### src/rtl/div_issue_ctrl_if.sv
// ----------------------------------------------------------------------------
// div_issue_ctrl_if : EXE-side operation, MEM-side result and divider signals
// Revision          : 1.0
// ----------------------------------------------------------------------------
`default_nettype none

interface div_issue_ctrl_if #(
  parameter int TAG_W = 5
);
  logic             in_valid;
  logic             in_ready;
  logic [1:0]       in_op;
  logic [31:0]      in_src1;
  logic [31:0]      in_src2;
  logic [TAG_W-1:0] in_tag;
  logic             flush;
  logic             out_valid;
  logic             out_ready;
  logic [31:0]      out_data;
  logic [TAG_W-1:0] out_tag;
  logic             busy;
  logic             div_en;
  logic             div_sign;
  logic [31:0]      div_dividend;
  logic [31:0]      div_divisor;
  logic [63:0]      div_result;
  logic             div_flag;

  modport master (
    input  in_valid, in_op, in_src1, in_src2, in_tag, flush, out_ready,
           div_result, div_flag,
    output in_ready, out_valid, out_data, out_tag, busy,
           div_en, div_sign, div_dividend, div_divisor
  );

  modport slave (
    output in_valid, in_op, in_src1, in_src2, in_tag, flush, out_ready,
           div_result, div_flag,
    input  in_ready, out_valid, out_data, out_tag, busy,
           div_en, div_sign, div_dividend, div_divisor
  );
endinterface

`default_nettype wire

### src/rtl/div_issue_ctrl.sv
// ----------------------------------------------------------------------------
// div_issue_ctrl : issues one DIV/MOD to the multi-cycle divider, returns result
// Revision       : 1.0
// ----------------------------------------------------------------------------
`default_nettype none

module div_issue_ctrl #(
  parameter int TAG_W = 5
) (
  input  logic             clk,
  input  logic             reset,
  div_issue_ctrl_if.master bus
);

  localparam logic [1:0] ST_IDLE  = 2'd0;
  localparam logic [1:0] ST_BUSY  = 2'd1;
  localparam logic [1:0] ST_DRAIN = 2'd2;
  localparam logic [1:0] ST_DONE  = 2'd3;

  logic [1:0]       r_state;
  logic             r_mod;
  logic             r_sign;
  logic [31:0]      r_dividend;
  logic [31:0]      r_divisor;
  logic [31:0]      r_out_data;
  logic [TAG_W-1:0] r_tag;
  logic [TAG_W-1:0] r_out_tag;
  logic             w_accept;

  assign w_accept = (r_state == ST_IDLE) && bus.in_valid && !bus.flush;

  always_ff @(posedge clk) begin
    if (reset) begin
      r_state    <= ST_IDLE;
      r_mod      <= 1'b0;
      r_sign     <= 1'b0;
      r_dividend <= '0;
      r_divisor  <= '0;
      r_out_data <= '0;
      r_tag      <= '0;
      r_out_tag  <= '0;
    end else begin
      case (r_state)
        ST_IDLE: begin
          if (w_accept) begin
            r_dividend <= bus.in_src1;
            r_divisor  <= bus.in_src2;
            r_sign     <= ~bus.in_op[1];
            r_mod      <= bus.in_op[0];
            r_tag      <= bus.in_tag;
            r_state    <= ST_BUSY;
          end
        end
        ST_BUSY: begin
          if (bus.div_flag) begin
            if (bus.flush) begin
              r_state <= ST_IDLE;
            end else begin
              r_out_data <= r_mod ? bus.div_result[63:32] : bus.div_result[31:0];
              r_out_tag  <= r_tag;
              r_state    <= ST_DONE;
            end
          end else if (bus.flush) begin
            r_state <= ST_DRAIN;
          end
        end
        // Keep the divider enabled until it finishes so its counter is not frozen mid-count.
        ST_DRAIN: begin
          if (bus.div_flag) begin
            r_state <= ST_IDLE;
          end
        end
        ST_DONE: begin
          if (bus.flush || bus.out_ready) begin
            r_state <= ST_IDLE;
          end
        end
        default: r_state <= ST_IDLE;
      endcase
    end
  end

  assign bus.in_ready     = (r_state == ST_IDLE);
  assign bus.busy         = (r_state != ST_IDLE);
  assign bus.out_valid    = (r_state == ST_DONE);
  assign bus.div_en       = (r_state == ST_BUSY) || (r_state == ST_DRAIN);
  assign bus.div_sign     = r_sign;
  assign bus.div_dividend = r_dividend;
  assign bus.div_divisor  = r_divisor;
  assign bus.out_data     = r_out_data;
  assign bus.out_tag      = r_out_tag;

endmodule

`default_nettype wire

### src/flat_wrapper.sv
// flat-port wrapper written by rule: the top's interface ports become plain ports
module div_issue_ctrl_flat 
#(
  parameter int TAG_W = 5
)
  (clk, reset, bus_in_valid, bus_in_op, bus_in_src1, bus_in_src2, bus_in_tag, bus_flush, bus_out_ready, bus_div_result, bus_div_flag, bus_in_ready, bus_out_valid, bus_out_data, bus_out_tag, bus_busy, bus_div_en, bus_div_sign, bus_div_dividend, bus_div_divisor);
  div_issue_ctrl_if #(.TAG_W(TAG_W)) bus_i ();
  input  logic clk;
  input  logic reset;
  input wire logic [$bits(bus_i.in_valid)-1:0] bus_in_valid;
  input wire logic [$bits(bus_i.in_op)-1:0] bus_in_op;
  input wire logic [$bits(bus_i.in_src1)-1:0] bus_in_src1;
  input wire logic [$bits(bus_i.in_src2)-1:0] bus_in_src2;
  input wire logic [$bits(bus_i.in_tag)-1:0] bus_in_tag;
  input wire logic [$bits(bus_i.flush)-1:0] bus_flush;
  input wire logic [$bits(bus_i.out_ready)-1:0] bus_out_ready;
  input wire logic [$bits(bus_i.div_result)-1:0] bus_div_result;
  input wire logic [$bits(bus_i.div_flag)-1:0] bus_div_flag;
  output wire logic [$bits(bus_i.in_ready)-1:0] bus_in_ready;
  output wire logic [$bits(bus_i.out_valid)-1:0] bus_out_valid;
  output wire logic [$bits(bus_i.out_data)-1:0] bus_out_data;
  output wire logic [$bits(bus_i.out_tag)-1:0] bus_out_tag;
  output wire logic [$bits(bus_i.busy)-1:0] bus_busy;
  output wire logic [$bits(bus_i.div_en)-1:0] bus_div_en;
  output wire logic [$bits(bus_i.div_sign)-1:0] bus_div_sign;
  output wire logic [$bits(bus_i.div_dividend)-1:0] bus_div_dividend;
  output wire logic [$bits(bus_i.div_divisor)-1:0] bus_div_divisor;
  assign bus_i.in_valid = bus_in_valid;
  assign bus_i.in_op = bus_in_op;
  assign bus_i.in_src1 = bus_in_src1;
  assign bus_i.in_src2 = bus_in_src2;
  assign bus_i.in_tag = bus_in_tag;
  assign bus_i.flush = bus_flush;
  assign bus_i.out_ready = bus_out_ready;
  assign bus_i.div_result = bus_div_result;
  assign bus_i.div_flag = bus_div_flag;
  assign bus_in_ready = bus_i.in_ready;
  assign bus_out_valid = bus_i.out_valid;
  assign bus_out_data = bus_i.out_data;
  assign bus_out_tag = bus_i.out_tag;
  assign bus_busy = bus_i.busy;
  assign bus_div_en = bus_i.div_en;
  assign bus_div_sign = bus_i.div_sign;
  assign bus_div_dividend = bus_i.div_dividend;
  assign bus_div_divisor = bus_i.div_divisor;
  div_issue_ctrl #(.TAG_W(TAG_W)) u_core (.clk(clk), .reset(reset), .bus(bus_i));
endmodule
### config.mk
export PLATFORM = sky130hd
export DESIGN_NAME = div_issue_ctrl_flat
export DESIGN_NICKNAME = d
export VERILOG_FILES = /design/src/rtl/div_issue_ctrl_if.sv /design/src/rtl/div_issue_ctrl.sv /design/src/flat_wrapper.sv
export SDC_FILE = /design/constraint.sdc
export NUM_CORES = 1
export LEC_CHECK = 0
export CORE_ASPECT_RATIO = 0.6
export CORE_MARGIN = 3
export CORE_UTILIZATION = 41
export DETAILED_ROUTE_END_ITERATION = 8
export PLACE_DENSITY = 0.95
export REMOVE_ABC_BUFFERS = 1
export SLEW_MARGIN = 20
export SYNTH_ARGS = -nofsm -noshare
export SYNTH_HDL_FRONTEND = slang
export SYNTH_SLANG_ARGS = --single-unit
### constraint.sdc
create_clock -name clk -period 2.87 [get_ports clk]
set_input_delay 0.4305 -clock clk [delete_from_list [all_inputs] [get_ports clk]]
set_output_delay 0.4305 -clock clk [all_outputs]
set_load 0.005 [all_outputs]
==> results of run 1 <==
## sequential cells by signal, indices dropped and copies added (netlist names)
name and flops:
u_core.r_mod 1, u_core.bus.div_dividend 32, u_core.bus.div_divisor 32, u_core.r_tag 5
u_core.r_state 2, u_core.bus.out_data 32, u_core.bus.out_tag 5, u_core.bus.div_sign 1
## synth_stat cells (2+ instances only)
master,instances
a211oi_1,34
a21oi_1,71
buf_2,10
buf_4,6
buf_6,9
clkbuf_1,12
clkbuf_4,2
dfxtp_1,110
ha_1,4
inv_1,3
mux2i_1,38
nand2_1,141
nand2b_1,3
nor2_1,38
## layout by cell type (no fill, tap or decap), drive strengths merged, types with 3 or more instances in the layout
cell type,instances
clkdlybuf4s50,245
nand2,141
dfxtp,110
a21oi,71
nor2,39
mux2i,38
a211oi,34
clkbuf,10
buf,5
ha,4
nand2b,4
inv,3
bufinv,3
## final cells by class
class	count	area share, %
clock buffers	10	3.247
clock inverters	4	1.384
inverters	3	0.1597
multi-input cells	337	25.55
flip-flops and latches	110	31.25
well taps	135	2.395
repair buffers	250	36.02
## through the flow
| step | worst slack (ps) | instance area [um2] |
|---|---|---|
| global route | 613.6 | 7052 |
| CTS | 695.0 | 7052 |
| global placement | 698.0 | 6725 |
| finish | 723.3 | 7052 |
| detailed placement | 581.3 | 6725 |
| floorplan | 504.5 | 4014 |
## where the power goes
part	switching, mW	total, mW	internal (mW)
logic	0.420	1.01	0.591
registers	0.0963	1.77	1.67
clock network	0.519	1.36	0.844
total	1.03	4.14	3.11
## worst paths after layout
check / startpoint / end / slack, ps
max: u_core.r_state[0] / bus_busy / 720
min: u_core.bus.div_divisor[28] / u_core.bus.div_divisor[28] / 460
max reg2reg: u_core.r_state[0] / u_core.bus.div_divisor[15] / 850
min reg2reg: u_core.bus.div_divisor[28] / u_core.bus.div_divisor[28] / 460
## routing by layer
layer	vias to the layer above	wire [um]
met5	-	0
met4	0	194
met3	18	1457
met2	160	6242
met1	1895	5103
li1	2079	-
## logic make-up after synthesis
family	synth area share, %
AO/OA/AOI/OAI	14.50
adder cells (fa/ha/maj)	1.172
buffers and inverters	6.270
flip-flops	51.57
multiplexers	8.907
AND/OR/NAND/NOR	17.58
## critical path, stage by stage (launching register included)
cell             delay, ps
dfxtp_1                370
inv_1                   90
ha_1                   250
inv_1                  130
clkdlybuf4s50_1        550
==> results.sh, run 1 <==
export IMPL_drive_gt1_share_pct=3.221
export IMPL_core_mm2=0.009985
export IMPL_netlist_instances=489
export IMPL_dpl_hpwl_um=9718
export IMPL_drt_iter0_drc=140
export IMPL_cts_root_buf="clkbuf_16"
export IMPL_synth_top_area_share_pct=51.57
export IMPL_netlist_area_mm2=0.004270
export IMPL_criticalPathCategory="reg -> out"
export IMPL_clock_sinks=110
export IMPL_start_util_pct=42.77
export IMPL_ys_types=22
export IMPL_grt_total_usage_pct=21.46
export IMPL_via_per_inst=4.890
export IMPL_setup_tns_ps=0
export IMPL_fmax_mhz=465.8
export IMPL_insertedDiodeCount=0
export IMPL_utilization_pct=70.63
export IMPL_use_met1_pct=24.42
export IMPL_synth_top_cell_by_area="dfxtp_1"
export IMPL_setup_viol=0
export IMPL_avgSynthCellArea_um2=8.733
export IMPL_finClkSkew_ps=4.757
export IMPL_first_pass_iters=4
export IMPL_critPathMaxFanout=4
export IMPL_slew_headroom_pct=33.09
export IMPL_ctsHoldBuffers=0
export IMPL_grt_ovfl_total=0
export IMPL_multiInputGateArea_mm2=0.001802
export IMPL_crit_arrival_ps=1720
export IMPL_netlist_top_cells_area="dfxtp_1 52%, nand2_1 12%, mux2i_1 8.9%"
export IMPL_htreeDepth=3
export IMPL_ant_nets=0
export IMPL_synth_warnings=0
export IMPL_rsz0062_at_grt="no"
export IMPL_cts_path_max_buffers=2
export IMPL_antenna_found_initial=0
export IMPL_io_pins=247
export IMPL_synth_yosys_seq_area_share_pct=51.57
export IMPL_dp_cells=835
export IMPL_hold_ws_ps=456.8
export IMPL_fp_dieH_um=85.05
export IMPL_ff2ff_path_depth=7
export IMPL_synth_edff_count=0
export IMPL_grt_pass1_vias=4089
export IMPL_slew_viol_final=0
export IMPL_n_fill_cell=753
export IMPL_clk_pin_slew_ps=70
export IMPL_min_period_ps=2147
export IMPL_final_cells=849
export IMPL_status="complete, no violations"
export IMPL_min_period_over_period_pct=74.80
export IMPL_routed_wl_um=13000
export IMPL_hold_viol_final=0
export IMPL_gr_usage_met2_pct=36.73
export IMPL_met3_usage_pct=9.834
export IMPL_register_area_mm2=0.002203
export IMPL_post_cts_buffers=0
export IMPL_worstSkewPairLatency_ps=330
export IMPL_ys_seq_elements=110
export IMPL_critPathLaunchType="flop"
export IMPL_max_vdd_ir_drop_uv=390.8
export IMPL_top_usage_layer="met2"
export IMPL_holdPathStages=2
export IMPL_dieWidth_um=137.8
export IMPL_finalPower_mw=4.142
export IMPL_critPathRequiredTime_ps=2440
export IMPL_gp_congestion=0.7570
export IMPL_die_area_mm2=0.01172
export IMPL_end_kind="output pin"
export IMPL_portBuffers=246
export IMPL_max_cap_violations=0
export IMPL_p_leak_nw=2.442
export IMPL_wl_per_cell_um=15.31
export IMPL_vias=4152
export IMPL_nNetsFinal=856
export IMPL_worst_slew_pin_slew_ps=1004
export IMPL_grt_max_degree=73
export IMPL_grt_pass1_wl_um=20180
export IMPL_hold_class="reg -> reg"
export IMPL_syn_to_final_growth_pct=65.13
export IMPL_drc=0
export IMPL_synth_main_ff_cell="dfxtp_1"
export IMPL_synthArstFlopShare_pct=0
export IMPL_tritoncts="yes"
export IMPL_powerDensity_mw_per_mm2=587.4
export IMPL_core_rowCount=28
export IMPL_cts_buffers=9
export IMPL_cts_resized_gates=0
Note: power is estimated with default switching activity, not from simulation.
==> run 2: changes to the inputs <==
--- a/config.mk
+++ b/config.mk
@@ -7,9 +7,9 @@
 export LEC_CHECK = 0
 export CORE_ASPECT_RATIO = 0.6
 export CORE_MARGIN = 3
-export CORE_UTILIZATION = 41
+export CORE_UTILIZATION = 34
 export DETAILED_ROUTE_END_ITERATION = 8
-export PLACE_DENSITY = 0.95
+export PLACE_DENSITY = 0.88
 export REMOVE_ABC_BUFFERS = 1
 export SLEW_MARGIN = 20
 export SYNTH_ARGS = -nofsm -noshare
==> constraint.sdc (replaced) <==
create_clock -name clk -period 1.75 [get_ports clk]
set_input_delay 0.2625 -clock clk [delete_from_list [all_inputs] [get_ports clk]]
set_output_delay 0.2625 -clock clk [all_outputs]
set_load 0.005 [all_outputs]
==> run 2 against run 1 <==
  * Critical path depth shrank 1
  * Die area grew 19%
  * Total power grew 58%
  * Sequential share of layout area shrank 0.64 points
  * Wire length shrank 1.7%
  * Sequential cell count is the same
  * Register-to-register slack lost 640 ps
  * Largest power group unchanged
  * Highest routed layer unchanged
==> results.sh, run 2 (synthesis gave the netlist of run 1 again) <==
export IMPL_critPathTopFamily="buffers and inverters"
export IMPL_slowest_delay_ps=510
export IMPL_cts_root_buf="clkbuf_16"
export IMPL_worstSkewPairLatency_ps=340
export IMPL_wl_met1_um=5714
export IMPL_tritoncts="yes"
export IMPL_p_leak_nw=2.524
export IMPL_syn_to_final_growth_pct=68.80
export IMPL_utilization_pct=59.18
export IMPL_gp_congestion=0.7346
export IMPL_htreeDepth=3
export IMPL_end_kind="output pin"
export IMPL_final_cells=894
export IMPL_holdPathStages=2
export IMPL_criticalPathCategory="reg -> out"
export IMPL_pwr_share_seq_pct=43.9
export IMPL_min_period_over_period_pct=96.34
export IMPL_fmax_mhz=593.2
export IMPL_design_area_mm2=0.007208
export IMPL_grt_max_degree=44
export IMPL_top_layer="met4"
export IMPL_critPathLaunchType="flop"
export IMPL_setup_viol=0
export IMPL_rsz0062_at_grt="no"
export IMPL_critPathRequiredTime_ps=1490
export IMPL_wl_met3_um=1112
export IMPL_worst_r2r_setup_slack_ps=210
export IMPL_power_share_clock_pct=29.1
export IMPL_slew_viol_final=0
export IMPL_grt_pass1_vias=3819
export IMPL_critPathBufInv=2
export IMPL_dpl_hpwl_um=9769
export IMPL_slew_headroom_pct=77.18
export IMPL_vias=4094
export IMPL_first_pass_iters=4
export IMPL_final_common_cell="clkdlybuf4s50_1"
export IMPL_io_pins=247
export IMPL_portBuffers=246
export IMPL_p_comb_share_pct=27.0
export IMPL_drc=0
export IMPL_status="complete, no violations"
export IMPL_start_util_pct=35.06
export IMPL_core_rowCount=31
export IMPL_reg2reg_from="u_core.r_state[0]"
export IMPL_worstPathCellList="inv_2, ha_4, clkdlybuf4s50_1"
export IMPL_fp_dieH_um=92.81
export IMPL_wl_met2_um=5809
export IMPL_die_area_mm2=0.01398
export IMPL_grt_total_usage_pct=17.26
export IMPL_min_from="reset"
export IMPL_insertedDiodeCount=0
export IMPL_wl_per_cell_um=14.29
export IMPL_antenna_found_initial=0
export IMPL_cts_path_max_buffers=2
export IMPL_hold_ws_ps=299.8
export IMPL_clock_sinks=110
export IMPL_internal_power_mw=4.770
export IMPL_grt_ovfl_total=0
export IMPL_placed_cell_area_mm2=0.006908
export IMPL_layout_common_cells="242 x clkdlybuf4s50_1, 141 x nand2_1, 107 x dfxtp_1, 71 x a21oi_1"
export IMPL_drive_gt1_share_pct=6.036
export IMPL_dp_cells=876
export IMPL_cts_buffers=9
export IMPL_clk_pin_slew_ps=70
export IMPL_finClkSkew_ps=9.097
export IMPL_worst_slew_pin_slew_ps=342.3
export IMPL_hold_class="in -> reg"
export IMPL_hold_viol_final=0
export IMPL_dieWidth_um=150.7
export IMPL_drt_iter0_drc=162
export IMPL_r2r_end="u_core.bus.out_data[23]"
export IMPL_nNetsFinal=869
export IMPL_critPathSlowestCell="clkdlybuf4s50_1"
export IMPL_switching_share_pct=27.08
export IMPL_ff2ff_path_depth=6
export IMPL_grt_pass1_wl_um=19290
export IMPL_critPathMaxFanout=4
export IMPL_holdPathEnd="u_core.bus.out_tag[3]"
export IMPL_max_cap_violations=0
export IMPL_crit_arrival_ps=1420
export IMPL_powerDensity_mw_per_mm2=907.4
export IMPL_core_mm2=0.01218
export IMPL_via_per_inst=4.579
export IMPL_ant_nets=0
export IMPL_min_period_ps=1686
export IMPL_p_switching_mw=1.771
export IMPL_ctsHoldBuffers=0
export IMPL_max_vdd_ir_drop_uv=466.4
export IMPL_routed_wl_um=12770
## run 2: cell types whose count changed in the layout (fill, tap and decap cells not counted), sizes merged
cell	previous run	this run
buf	5	18
dlygate4sd2	0	3
clkinv	0	4
clkdlybuf4s50	245	242
bufinv	3	0
clkinvlp	1	0
inv	3	5
## run 2: worst max-delay path by stage
stage / startpoint / endpoint / slack [ps] / cells past startpoint
finish: u_core.r_state[0] / bus_in_ready / 60 / 3
global route: u_core.r_state[0] / bus_in_ready / 8 / 3
CTS: u_core.r_state[1] / bus_in_ready / 20 / 3
detailed placement: bus_div_flag / u_core.bus.out_data[23] / 30 / 5
global placement: bus_div_flag / u_core.bus.out_tag[2] / 50 / 5
floorplan: u_core.r_state[1] / u_core.bus.out_tag[0] / -620 / 5
## run 2: area by class of cell
class / instances / area [um2]
Clock inverter: 6 / 45.04
Multi-Input combinational cell: 337 / 1814
Clock buffer: 10 / 229.0
Tap cell: 165 / 206.4
Timing Repair Buffer: 263 / 2696
Fill cell: 1092 / 4971
Inverter: 3 / 11.26
Sequential cell: 110 / 2206
## run 2: repair_timing
action,4_1_cts,5_1_grt
buffers inserted,2,0
pin swaps,1,0
setup endpoints to repair,3,1
gates resized for setup,9,1
hold endpoints to repair,0,0
## run 2: layer usage
layer	vias up	GRT usage, %
li1	2105	-
met1	1834	21.98
met2	143	27.95
met3	12	6.553
met4	0	3.695
met5	-	0
## run 2: per-stage QoR
step                TNS [ps]  setup WS [ps]  power (mW)
floorplan             -58610         -615.5       3.549
global route               0          7.728       6.903
finish                     0          64.09       6.541
detailed placement         0          28.07       4.681
global placement           0          52.67       4.654
CTS                        0          19.57       6.640
## run 2: power by group through the flow
| stage | registers (mW) | clock network (mW) | logic [mW] |
|---|---|---|---|
| floorplan | 2.95 | 0 | 0.595 |
| detailed placement | 2.93 | 0 | 1.75 |
| finish | 2.87 | 1.90 | 1.77 |
| CTS | 2.87 | 1.98 | 1.79 |
| global route | 2.90 | 2.06 | 1.95 |
| global placement | 2.92 | 0 | 1.74 |
==> run 3: changes to the inputs <==
--- a/config.mk
+++ b/config.mk
@@ -5,11 +5,13 @@
 export SDC_FILE = /design/constraint.sdc
 export NUM_CORES = 1
 export LEC_CHECK = 0
+export ABC_AREA = 1
 export CORE_ASPECT_RATIO = 0.6
 export CORE_MARGIN = 3
-export CORE_UTILIZATION = 34
+export CORE_UTILIZATION = 35
+export CTS_CLUSTER_DIAMETER = 50
 export DETAILED_ROUTE_END_ITERATION = 8
-export PLACE_DENSITY = 0.88
+export PLACE_DENSITY = 0.89
 export REMOVE_ABC_BUFFERS = 1
 export SLEW_MARGIN = 20
 export SYNTH_ARGS = -nofsm -noshare
==> run 3 against run 2 <==
  * Cell area grew 2.8%
  * Maximum frequency grew 2.2%
  * Sequential share of layout area fell by 0.83 points
  * First-iteration DRC count down 8.0%
  * Highest routed layer unchanged
  * Core utilization up 1.3 points
  * Worst setup slack gained 37 ps
  * Clock skew fell by 0.74 ps
  * Cell count grew 13%
  * Clock power rose by 19%
  * Sequential power rose by 10%
==> results.sh, run 3 <==
export IMPL_min_period_ps=1649
export IMPL_hold_class="reg -> reg"
export IMPL_rsz0062_at_grt="no"
export IMPL_synth_warnings=0
export IMPL_drc=0
export IMPL_start_util_pct=36.36
export IMPL_p_leak_nw=3.023
export IMPL_switching_share_pct=29.36
export IMPL_synth_common_cells="147 x nor2_1, 125 x o21ai_0, 110 x dfxtp_1"
export IMPL_status="complete, no violations"
export IMPL_critPathLaunchType="flop"
export IMPL_core_rowCount=31
export IMPL_worstSetupStartpoint="u_core.r_state[1]"
export IMPL_routed_wl_um=13290
export IMPL_ctsHoldBuffers=0
export IMPL_antenna_found_initial=0
export IMPL_insertedDiodeCount=0
export IMPL_netlist_top_cells_area="dfxtp_1 49%, o21ai_0 14%, nor2_1 12%"
export IMPL_max_vdd_ir_drop_uv=510.8
export IMPL_htreeDepth=3
export IMPL_synth_top_area_share_pct=49.41
export IMPL_ant_nets=0
export IMPL_pwr_share_seq_pct=39.3
export IMPL_layout_common_cells="243 x clkdlybuf4s50_1, 147 x nor2_1, 125 x o21ai_0, 107 x dfxtp_1, 75 x inv_1"
export IMPL_cts_buffers=9
export IMPL_criticalPathCategory="reg -> out"
export IMPL_final_common_cell="clkdlybuf4s50_1"
export IMPL_critPathMaxFanout=3
export IMPL_synth_most_common_cell="nor2_1"
export IMPL_cts_root_buf="clkbuf_16"
export IMPL_critPathTopFamily="buffers and inverters"
export IMPL_core_mm2=0.01226
export IMPL_design_area_mm2=0.007408
export IMPL_first_pass_iters=4
export IMPL_grt_max_degree=84
export IMPL_via_per_inst=4.523
export IMPL_reg2reg_from="u_core.r_state[1]"
export IMPL_drt_iter0_drc=149
export IMPL_critPathRequiredTime_ps=1490
export IMPL_grt_pass1_vias=4176
export IMPL_dp_cells=989
export IMPL_slew_headroom_pct=75.56
export IMPL_nNetsFinal=983
export IMPL_netlist_area_mm2=0.004457
export IMPL_slowest_delay_ps=490
export IMPL_netlist_instances=609
export IMPL_hold_viol_final=0
export IMPL_tritoncts="yes"
export IMPL_crit_arrival_ps=1390
export IMPL_wl_met3_um=1396
export IMPL_final_cells=1008
export IMPL_ys_seq_elements=110
export IMPL_slew_viol_final=0
export IMPL_synth_yosys_seq_area_share_pct=49.41
export IMPL_dpl_hpwl_um=9851
export IMPL_min_from="u_core.bus.out_data[19]"
export IMPL_ys_types=18
export IMPL_max_cap_violations=0
export IMPL_fmax_mhz=606.3
export IMPL_powerDensity_mw_per_mm2=1086
export IMPL_critPathBufInv=2
export IMPL_power_share_clock_pct=28.2
export IMPL_synthArstFlopShare_pct=0
export IMPL_critPathSlowestCell="clkdlybuf4s50_1"
export IMPL_drive_gt1_share_pct=4.864
export IMPL_clk_pin_slew_ps=70
export IMPL_dieWidth_um=151.7
export IMPL_portBuffers=246
export IMPL_end_kind="output pin"
export IMPL_worst_slew_pin_slew_ps=366.7
export IMPL_synth_top_cell_by_area="dfxtp_1"
export IMPL_worstPathCellList="inv_2, ha_4, clkdlybuf4s50_1"
export IMPL_internal_power_mw=5.684
export IMPL_grt_pass1_wl_um=20440
export IMPL_p_switching_mw=2.363
export IMPL_placed_cell_area_mm2=0.007025
export IMPL_setup_viol=0
export IMPL_vias=4559
export IMPL_wl_per_cell_um=13.19
export IMPL_worstSkewPairLatency_ps=340
export IMPL_io_pins=247
export IMPL_min_period_over_period_pct=94.25
export IMPL_die_area_mm2=0.01417
export IMPL_avgSynthCellArea_um2=7.318
export IMPL_grt_ovfl_total=0
export IMPL_hold_ws_ps=442.1
export IMPL_wl_met2_um=5955
export IMPL_syn_to_final_growth_pct=66.23
export IMPL_gp_congestion=0.8328
export IMPL_wl_met1_um=5824
export IMPL_finClkSkew_ps=8.358
export IMPL_clock_sinks=110
export IMPL_p_comb_share_pct=32.5
export IMPL_cts_path_max_buffers=2
export IMPL_top_layer="met4"
export IMPL_synth_edff_count=0
export IMPL_fp_dieH_um=93.41
export IMPL_synth_main_ff_cell="dfxtp_1"
export IMPL_grt_total_usage_pct=17.85
## run 3: changes by cell type after synthesis, moves of 5 or more
cell / change
inv_1: +75
clkbuf_2: +7
o21ai_0: +125
mux2i_1: -38
nand2_1: -101
buf_6: -7
clkbuf_8: +5
a211oi_1: -34
nor2_1: +109
a21oi_1: -32
o21ai_1: +17
## run 3: routing by layer
metal / up-vias / global-route usage [%]
met5: - / 0
met4: 0 / 3.513
met3: 12 / 7.700
met1: 1999 / 22.38
li1: 2368 / -
met2: 180 / 28.80
## run 3: power groups by stage
stage | Combinational (mW) | Clock [mW] | Sequential, mW
4_1_cts | 2.60 | 2.34 | 3.16
6_report | 2.61 | 2.27 | 3.16
5_1_grt | 2.90 | 2.41 | 3.21
3_5_place_dp | 2.55 | 0 | 3.22
3_3_place_gp | 2.50 | 0 | 3.21
2_1_floorplan | 0.901 | 0 | 3.25
## run 3: final timing paths
path	to	slack, ps	cells past startpoint
setup / recovery	bus_in_ready	100	3
hold / removal	u_core.bus.out_data[19]	440	2
setup reg to reg	u_core.bus.div_dividend[15]	170	9
hold reg to reg	u_core.bus.out_data[19]	440	2
## run 3: worst reg2reg max path: stages (launching register included)
cell and delay (ps):
dfxtp_2 330, inv_2 80, ha_4 160, inv_2 40
buf_4 140, nor3_4 230, inv_2 120, buf_12 190
nor2_1 140, nor2_1 60
## run 3: final cells by class
type | instances | area [um2]
tap | 165 | 206.4
sequential | 110 | 2206
fill | 1074 | 4848
clock inverter | 7 | 120.1
clock buffer | 9 | 225.2
multi-input combinational | 377 | 1712
inverter | 81 | 304.0
timing repair buffer | 259 | 2635
## run 3: timing repair
action	CTS	global route
pin swaps	1	1
gates cloned	0	0
gates resized for setup	6	4
setup endpoints to repair	4	34
setup buffers	3	0
## run 3: metrics by stage
step | setup TNS, ps | worst slack [ps] | total power, mW | utilization [%]
5_1_grt | 0 | 47.24 | 8.520 | 60.44
3_5_place_dp | 0 | 37.06 | 5.767 | 57.32
4_1_cts | 0 | 4.684 | 8.104 | 60.33
2_1_floorplan | -78550 | -1078 | 4.155 | -
3_3_place_gp | 0 | 79.42 | 5.709 | 57.32
6_report | 0 | 100.7 | 8.047 | 60.44
## run 3: logic make-up (layout without fill, tap and decap cells)
kind of cell	after synthesis	after routing	synth area share [%]
buf+inv	122	356	12.46
simple gates	192	192	16.68
compound gates	181	181	20.33
fa+ha+maj	4	4	1.123
flops	110	110	49.41
